==> src/rtl/rob_alloc_pkg.sv <==
// -----------------------------------------------------------------------------
// rob_alloc_pkg
// Shared processor-core sizing used by rob and rob_alloc so both agree on the
// number of reorder-buffer entries and the width of a ROB index.
//   DEF_ROB_SLOTS     : number of ROB entries (need not be a power of two)
//   DEF_ROB_IDX_BITS  : width of a ROB index, 2**DEF_ROB_IDX_BITS >= DEF_ROB_SLOTS
//   ARCH_BITS         : width of an architectural register index
//   DEF_FLUSH_CYCLES  : cycles allocation stays blocked after a clear
// -----------------------------------------------------------------------------
package rob_alloc_pkg;

    localparam int DEF_ROB_SLOTS    = 16;
    localparam int DEF_ROB_IDX_BITS = 4;
    localparam int ARCH_BITS        = 5;
    localparam int DEF_FLUSH_CYCLES = 1;

    // Even parity over a ROB index, available for protected index transport.
    function automatic logic idx_parity(input logic [DEF_ROB_IDX_BITS-1:0] idx);
        return ^idx;
    endfunction

endpackage

==> src/rtl/rob_alloc_ptr_wrap.sv <==
// -----------------------------------------------------------------------------
// rob_ptr_wrap
// Modulo-SLOTS index incrementer: o_idx_next = (i_idx == SLOTS-1) ? 0 : i_idx+1.
// Purely combinational; shared by the allocator tail and the rob head.
//   i_idx       in  IDX_BITS   current index (always < SLOTS)
//   o_idx_next  out IDX_BITS   next index, wrapped at SLOTS
// -----------------------------------------------------------------------------
module rob_ptr_wrap #(
    parameter int SLOTS    = 16,
    parameter int IDX_BITS = 4
) (
    input  logic [IDX_BITS-1:0] i_idx,
    output logic [IDX_BITS-1:0] o_idx_next
);

    localparam logic [IDX_BITS-1:0] LAST_IDX = IDX_BITS'(SLOTS - 1);

    // Wrap explicitly instead of relying on binary overflow: SLOTS may not be a power of two.
    always_comb begin
        o_idx_next = i_idx + {{(IDX_BITS-1){1'b0}}, 1'b1};
        if (i_idx == LAST_IDX) begin
            o_idx_next = {IDX_BITS{1'b0}};
        end else begin
            o_idx_next = i_idx + {{(IDX_BITS-1){1'b0}}, 1'b1};
        end
    end

endmodule

==> src/rtl/rob_alloc.sv <==
// -----------------------------------------------------------------------------
// rob_alloc
// In-order ROB slot allocator on the issue side. Hands out the tail index as
// the robIdx of each issued instruction, tracks occupancy, stalls issue when
// every slot is in flight, frees one slot per rob commit and re-synchronises
// with rob's head (index 0) on a pipeline clear.
//
// Ports
//   i_clk            clock
//   i_rst            synchronous reset, active-high, highest priority
//   i_clear          pipeline flush (same pulse that clears rob)
//   i_alloc_req      issue stage wants one slot this cycle
//   o_alloc_grant    slot granted; allocation fires on req && grant
//   o_alloc_idx      robIdx for the requesting instruction (= tail)
//   i_commit         rob retired its head entry this cycle
//   o_full           count == ROB_SLOTS
//   o_empty          count == 0
//   o_free_slots     ROB_SLOTS - count
//   o_err            sticky: commit seen while empty, cleared only by reset
//   o_stall_cycles   (ROB_ALLOC_STATS_EN) cycles with req && !grant
//   o_alloc_count    (ROB_ALLOC_STATS_EN) number of fires
//
// Optional feature macro: ROB_ALLOC_STATS_EN adds the two statistics counters.
// -----------------------------------------------------------------------------
module rob_alloc
    import rob_alloc_pkg::*;
#(
    parameter int ROB_SLOTS    = DEF_ROB_SLOTS,
    parameter int ROB_IDX_BITS = DEF_ROB_IDX_BITS,
    parameter int FLUSH_CYCLES = DEF_FLUSH_CYCLES
) (
    input  logic                    i_clk,
    input  logic                    i_rst,
    input  logic                    i_clear,
    input  logic                    i_alloc_req,
    output logic                    o_alloc_grant,
    output logic [ROB_IDX_BITS-1:0] o_alloc_idx,
    input  logic                    i_commit,
    output logic                    o_full,
    output logic                    o_empty,
    output logic [ROB_IDX_BITS:0]   o_free_slots,
`ifdef ROB_ALLOC_STATS_EN
    output logic [31:0]             o_stall_cycles,
    output logic [31:0]             o_alloc_count,
`endif
    output logic                    o_err
);

    localparam int CNT_W = ROB_IDX_BITS + 1;
    localparam int FC_W  = $clog2(FLUSH_CYCLES + 1);

    localparam logic [CNT_W-1:0] SLOTS_C = CNT_W'(ROB_SLOTS);
    localparam logic [FC_W-1:0]  FLUSH_C = FC_W'(FLUSH_CYCLES);
    localparam logic [FC_W-1:0]  FC_ONE  = FC_W'(1);

    typedef enum logic {
        ST_RUN   = 1'b0,
        ST_FLUSH = 1'b1
    } state_t;

    state_t                  r_state;
    logic [FC_W-1:0]         r_flush_cnt;
    logic [ROB_IDX_BITS-1:0] r_tail;
    logic [CNT_W-1:0]        r_count;
    logic                    r_full;
    logic                    r_empty;
    logic [CNT_W-1:0]        r_free;
    logic                    r_err;

    state_t                  w_state_next;
    logic [FC_W-1:0]         w_flush_next;
    logic [ROB_IDX_BITS-1:0] w_tail_inc;
    logic [ROB_IDX_BITS-1:0] w_tail_next;
    logic [CNT_W-1:0]        w_count_next;
    logic                    w_err_next;
    logic                    w_grant;
    logic                    w_fire;
    logic                    w_dec;

    rob_ptr_wrap #(
        .SLOTS    (ROB_SLOTS),
        .IDX_BITS (ROB_IDX_BITS)
    ) u_tail_wrap (
        .i_idx      (r_tail),
        .o_idx_next (w_tail_inc)
    );

    // Grant depends only on registered state plus clear, never on the request, and
    // uses the registered full flag so a same-cycle commit cannot bypass a full ROB.
    assign w_grant = (r_state == ST_RUN) && !r_full && !i_clear;
    assign w_fire  = i_alloc_req && w_grant;

    // Next-state for tail, occupancy, sticky error and the flush FSM.
    always_comb begin
        w_state_next = r_state;
        w_flush_next = r_flush_cnt;
        w_tail_next  = r_tail;
        w_count_next = r_count;
        w_err_next   = r_err;
        w_dec        = i_commit && (r_count != {CNT_W{1'b0}});

        if (i_clear) begin
            // Alloc and commit in the clear cycle are discarded; err keeps its value.
            w_tail_next  = {ROB_IDX_BITS{1'b0}};
            w_count_next = {CNT_W{1'b0}};
            w_err_next   = r_err;
        end else begin
            w_tail_next  = w_fire ? w_tail_inc : r_tail;
            w_count_next = r_count + CNT_W'(w_fire) - CNT_W'(w_dec);
            w_err_next   = r_err | (i_commit && (r_count == {CNT_W{1'b0}}));
        end

        case (r_state)
            ST_RUN: begin
                if (i_clear) begin
                    w_state_next = ST_FLUSH;
                    w_flush_next = FLUSH_C;
                end else begin
                    w_state_next = ST_RUN;
                    w_flush_next = r_flush_cnt;
                end
            end
            ST_FLUSH: begin
                if (i_clear) begin
                    w_state_next = ST_FLUSH;
                    w_flush_next = FLUSH_C;
                end else if (r_flush_cnt == FC_ONE) begin
                    w_state_next = ST_RUN;
                    w_flush_next = r_flush_cnt;
                end else begin
                    w_state_next = ST_FLUSH;
                    w_flush_next = r_flush_cnt - FC_ONE;
                end
            end
            default: begin
                w_state_next = ST_FLUSH;
                w_flush_next = FLUSH_C;
            end
        endcase
    end

    // Tail, count, FSM and status flags; flags are decoded from the next count so
    // they are registered and line up with r_count.
    always_ff @(posedge i_clk) begin
        if (i_rst) begin
            r_state     <= ST_FLUSH;
            r_flush_cnt <= FLUSH_C;
            r_tail      <= {ROB_IDX_BITS{1'b0}};
            r_count     <= {CNT_W{1'b0}};
            r_full      <= 1'b0;
            r_empty     <= 1'b1;
            r_free      <= SLOTS_C;
            r_err       <= 1'b0;
        end else begin
            r_state     <= w_state_next;
            r_flush_cnt <= w_flush_next;
            r_tail      <= w_tail_next;
            r_count     <= w_count_next;
            r_full      <= (w_count_next == SLOTS_C);
            r_empty     <= (w_count_next == {CNT_W{1'b0}});
            r_free      <= SLOTS_C - w_count_next;
            r_err       <= w_err_next;
        end
    end

`ifdef ROB_ALLOC_STATS_EN
    logic [31:0] r_stall_cycles;
    logic [31:0] r_alloc_count;

    // Free-running statistics; only reset clears them, clear does not.
    always_ff @(posedge i_clk) begin
        if (i_rst) begin
            r_stall_cycles <= 32'd0;
            r_alloc_count  <= 32'd0;
        end else begin
            r_stall_cycles <= (i_alloc_req && !w_grant) ? (r_stall_cycles + 32'd1) : r_stall_cycles;
            r_alloc_count  <= w_fire ? (r_alloc_count + 32'd1) : r_alloc_count;
        end
    end

    assign o_stall_cycles = r_stall_cycles;
    assign o_alloc_count  = r_alloc_count;
`endif

    assign o_alloc_grant = w_grant;
    assign o_alloc_idx   = r_tail;
    assign o_full        = r_full;
    assign o_empty       = r_empty;
    assign o_free_slots  = r_free;
    assign o_err         = r_err;

endmodule

==> config.mk <==
export PLATFORM = sky130hd
export DESIGN_NAME = rob_alloc
export DESIGN_NICKNAME = d
export VERILOG_FILES = /design/src/rtl/rob_alloc_pkg.sv /design/src/rtl/rob_alloc_ptr_wrap.sv /design/src/rtl/rob_alloc.sv
export SDC_FILE = /design/constraint.sdc
export NUM_CORES = 1
export LEC_CHECK = 0
export CAP_MARGIN = 25
export CORE_MARGIN = 2
export CORE_UTILIZATION = 47
export CTS_BUF_LIST = sky130_fd_sc_hd__clkbuf_2 sky130_fd_sc_hd__clkbuf_4 sky130_fd_sc_hd__clkbuf_8
export DETAILED_ROUTE_END_ITERATION = 8
export PLACE_DENSITY = 0.77
export SYNTH_ARGS = -nofsm -noshare
export SYNTH_HDL_FRONTEND = slang
export SYNTH_SLANG_ARGS = --single-unit
==> constraint.sdc <==
create_clock -name i_clk -period 3.4 [get_ports i_clk]
set_input_delay 0.68 -clock i_clk [delete_from_list [all_inputs] [get_ports i_clk]]
set_output_delay 0.68 -clock i_clk [all_outputs]
set_load 0.02 [all_outputs]
==> results.py <==
metrics = {
    "detailed_routing": {
        "routed-via-count": 737,
        "routed_wl_um": 1840,
        "drt_iter0_markers": 14,
        "wire_per_inst_um": 12.3,
        "drc": 0,
        "drtPass1Iterations": 4,
        "drtAntennaViolNets": 0,
        "routed_via_density": 4.95,
    },
    "setup_path": {
        "cp_num_buf_inv": 4,
        "crit_start": "i_clear",
        "path_delay_family": "adder cells",
        "worst_setup_path_start_kind": "input port",
        "crit_fanout": 2,
        "arrival_ns": 3.46,
        "crit_chain": "dlygate4sd2_1 > or4b_4 > ha_4 > inv_2 > ha_4 > inv_2 > fa_2 > buf_4 > xor2_1 > a311oi_1 > a21boi_1 > ha_2 > or2_4",
        "slowest_delay_ns": 0.56,
        "r2r_start": "r_count[3]",
        "end_kind": "flip-flop",
        "critPathKind": "input port to flip-flop",
        "worst_path_max_delay_cell": "or4b_4",
        "cp.required_ns": 3.59,
    },
    "timing": {
        "setup_viol": 0,
        "max_freq_mhz": 306,
        "worst_pin_slew_ns": 0.465,
        "finalCriticalPeriod_ns": 3.27,
        "rsz0062_at_grt": "false",
        "finalHoldViolations": 0,
        "hold_slack_ns": 0.493,
        "finClkSkew_ns": 0.000754,
        "post-route-period-util_pct": 96.2,
        "max_slew_margin_pct": 68.5,
        "layout_setup_ws_ns": 0.128,
        "slew_viol_final": 0,
        "fin_setup_tns_ns": 0,
    },
    "logic_synthesis": {
        "synth_edf_count": 0,
        "synthArstFlopShare_pct": 0,
        "ys_seq_elements": 17,
        "yosysWarnings": 0,
        "synth.distinct_cells": 33,
        "syn-num-nets": 115,
        "synth_seq_area_share_pct": 38.1,
        "ys.flop_type": "dfxtp_1",
        "synth_area_per_cell_um2": 9.02,
        "syn-instance-count": 99,
        "netlist_area_um2": 893,
    },
    "die": {
        "start_util_pct": 50.6,
        "rows": 15,
        "ioPinCount": 18,
        "core-area_um2": 1760,
        "die_h_um": 47.6,
        "design.die.area_um2": 2270,
        "die_width_um": 47.6,
    },
    "final_layout": {
        "syn2layout_area_growth_pct": 34.2,
        "instances_no_fill": 149,
        "fill_cells": 172,
        "diodes": 0,
        "finalNetCount": 141,
        "drive_gt1_share_pct": 20.2,
    },
    "global_route": {
        "antenna_found_initial": 0,
        "grtUsageTotal_pct": 19.8,
        "first_global_vias": 732,
        "grt.overflow.total": 0,
        "grt_max_degree": 13,
        "grt_pass1_wl_um": 3150,
    },
    "job": {
        "maxCapViolations": 0,
    },
    "placement": {
        "placed_cells": 145,
        "dpl.hpwl_um": 1450,
        "port_buffers": 17,
        "dp_slack_ns": -0.400,
        "globalplace.congestion": 0.830,
    },
    "power": {
        "ir_worst_vdd_uv": 723,
        "total_power_mw": 1.25,
        "power.density_nw_per_um2": 1050,
        "power.leakage_nw": 0.482,
    },
    "clocking": {
        "root_buffer": "clkbuf_4",
        "clkSlewWorstSetupHoldPaths_ns": 0.09,
        "holdBufCountCts": 0,
        "clock_latency_ns": 0.28,
        "cts_made_buffers": 3,
        "cts_setup_buffers": 0,
        "cts_max_level": 1,
        "cts_tree": "built",
        "cts_buffer_depth": 2,
        "clock_sinks": 17,
    },
    "hold_path": {
        "min_path_type": "flip-flop to flip-flop",
        "hp-start": "o_err",
    },
    "status": {
        "outcome": "finished, final reports clean",
    },
}
[final timing paths]
path                  end  slack (ns)  cells past startpoint
setup reg to reg  o_empty        0.22                     15
setup / recovery  o_empty        0.13                     13
hold / removal      o_err        0.49                      2
hold reg to reg     o_err        0.49                      2
[registers in the layout (all words and copies together) (netlist names)]
| register | count |
|---|---|
| o_empty | 1 |
| o_free_slots | 4 |
| o_alloc_idx | 4 |
| r_state | 1 |
| o_err | 1 |
| r_count | 5 |
| o_full | 1 |
[per-stage QoR]
| stage | util [%] | instance area [um^2] |
|---|---|---|
| floorplan | - | 941 |
| global placement | 66.0 | 1160 |
| detailed placement | 66.0 | 1160 |
| CTS | 67.9 | 1200 |
| global route | 67.9 | 1200 |
| finish | 67.9 | 1200 |
[synth_stat cells (2+ instances only)]
master	instances	area [um^2]
xor2_1	4	35.0
nor2_1	11	41.3
nor3_1	3	15.0
a21oi_1	4	20.0
or2_2	3	18.8
dfxtp_1	17	340
a31oi_1	2	12.5
inv_1	10	37.5
nor2b_1	4	25.0
nand2b_1	2	12.5
nand3_1	4	20.0
ha_1	10	125
nand2_1	5	18.8
[metal layers]
| metal | vias up | wire length [um] | global-route usage, % |
|---|---|---|---|
| met4 | 0 | 6 | 2.70 |
| met3 | 2 | 89 | 6.42 |
| met5 | - | 0 | 0 |
| li1 | 379 | - | - |
| met2 | 19 | 848 | 32.4 |
| met1 | 337 | 894 | 26.1 |
[layout by cell type (no fill, tap or decap), drive strengths merged, types with 2 or more instances in the layout]
cell | netlist | layout
dfxtp | 17 | 17
clkdlybuf4s50 | 0 | 15
nor2 | 11 | 11
inv | 10 | 10
ha | 10 | 10
buf | 3 | 8
nand2 | 5 | 5
a21oi | 5 | 5
xor2 | 4 | 4
nand3 | 4 | 4
clkbuf | 1 | 4
nor2b | 4 | 4
nor3 | 3 | 3
or2 | 3 | 3
nand2b | 2 | 2
a31oi | 2 | 2
dlygate4sd2 | 0 | 2
[logic make-up after synthesis]
| group | synth area share (%) |
|---|---|
| simple gates | 21.3 |
| flops | 38.1 |
| buf+inv | 7.28 |
| compound gates | 9.80 |
| fa+ha+maj | 16.2 |
| xor+xnor | 4.90 |
| mux | 2.38 |
[worst register-to-register path: stages (launching register included)]
cell and delay (ns):
dfxtp_1 0.34, inv_1 0.09, ha_1 0.15, nor4b_1 0.40, nor2b_1 0.14, ha_4 0.24, inv_2 0.06, ha_4 0.12
inv_2 0.03, fa_2 0.34, buf_4 0.15, xor2_1 0.16, a311oi_1 0.31, a21boi_1 0.15, ha_2 0.20, or2_4 0.21
[report_power, final]
group / switching [mW] / internal, mW
logic: 0.421 / 0.430
clock network: 0.0600 / 0.0536
registers: 0.0334 / 0.257
total: 0.514 / 0.740
[layout make-up]
class	count	area (um^2)	area share [%]
Inverter	10	37.5	3.13
Timing Repair Buffer	25	228	19.0
Clock buffer	4	30.0	2.51
Tap cell	25	31.3	2.61
Multi-Input combinational cell	68	532	44.4
Sequential cell	17	340	28.4
[what timing repair did]
item | in CTS | in global routing
endpoints found under the setup margin | 2 | 0
resized for setup | 4 | 0
endpoints found under the hold margin | 0 | 0
No activity file was read; power rests on OpenSTA's default activity.
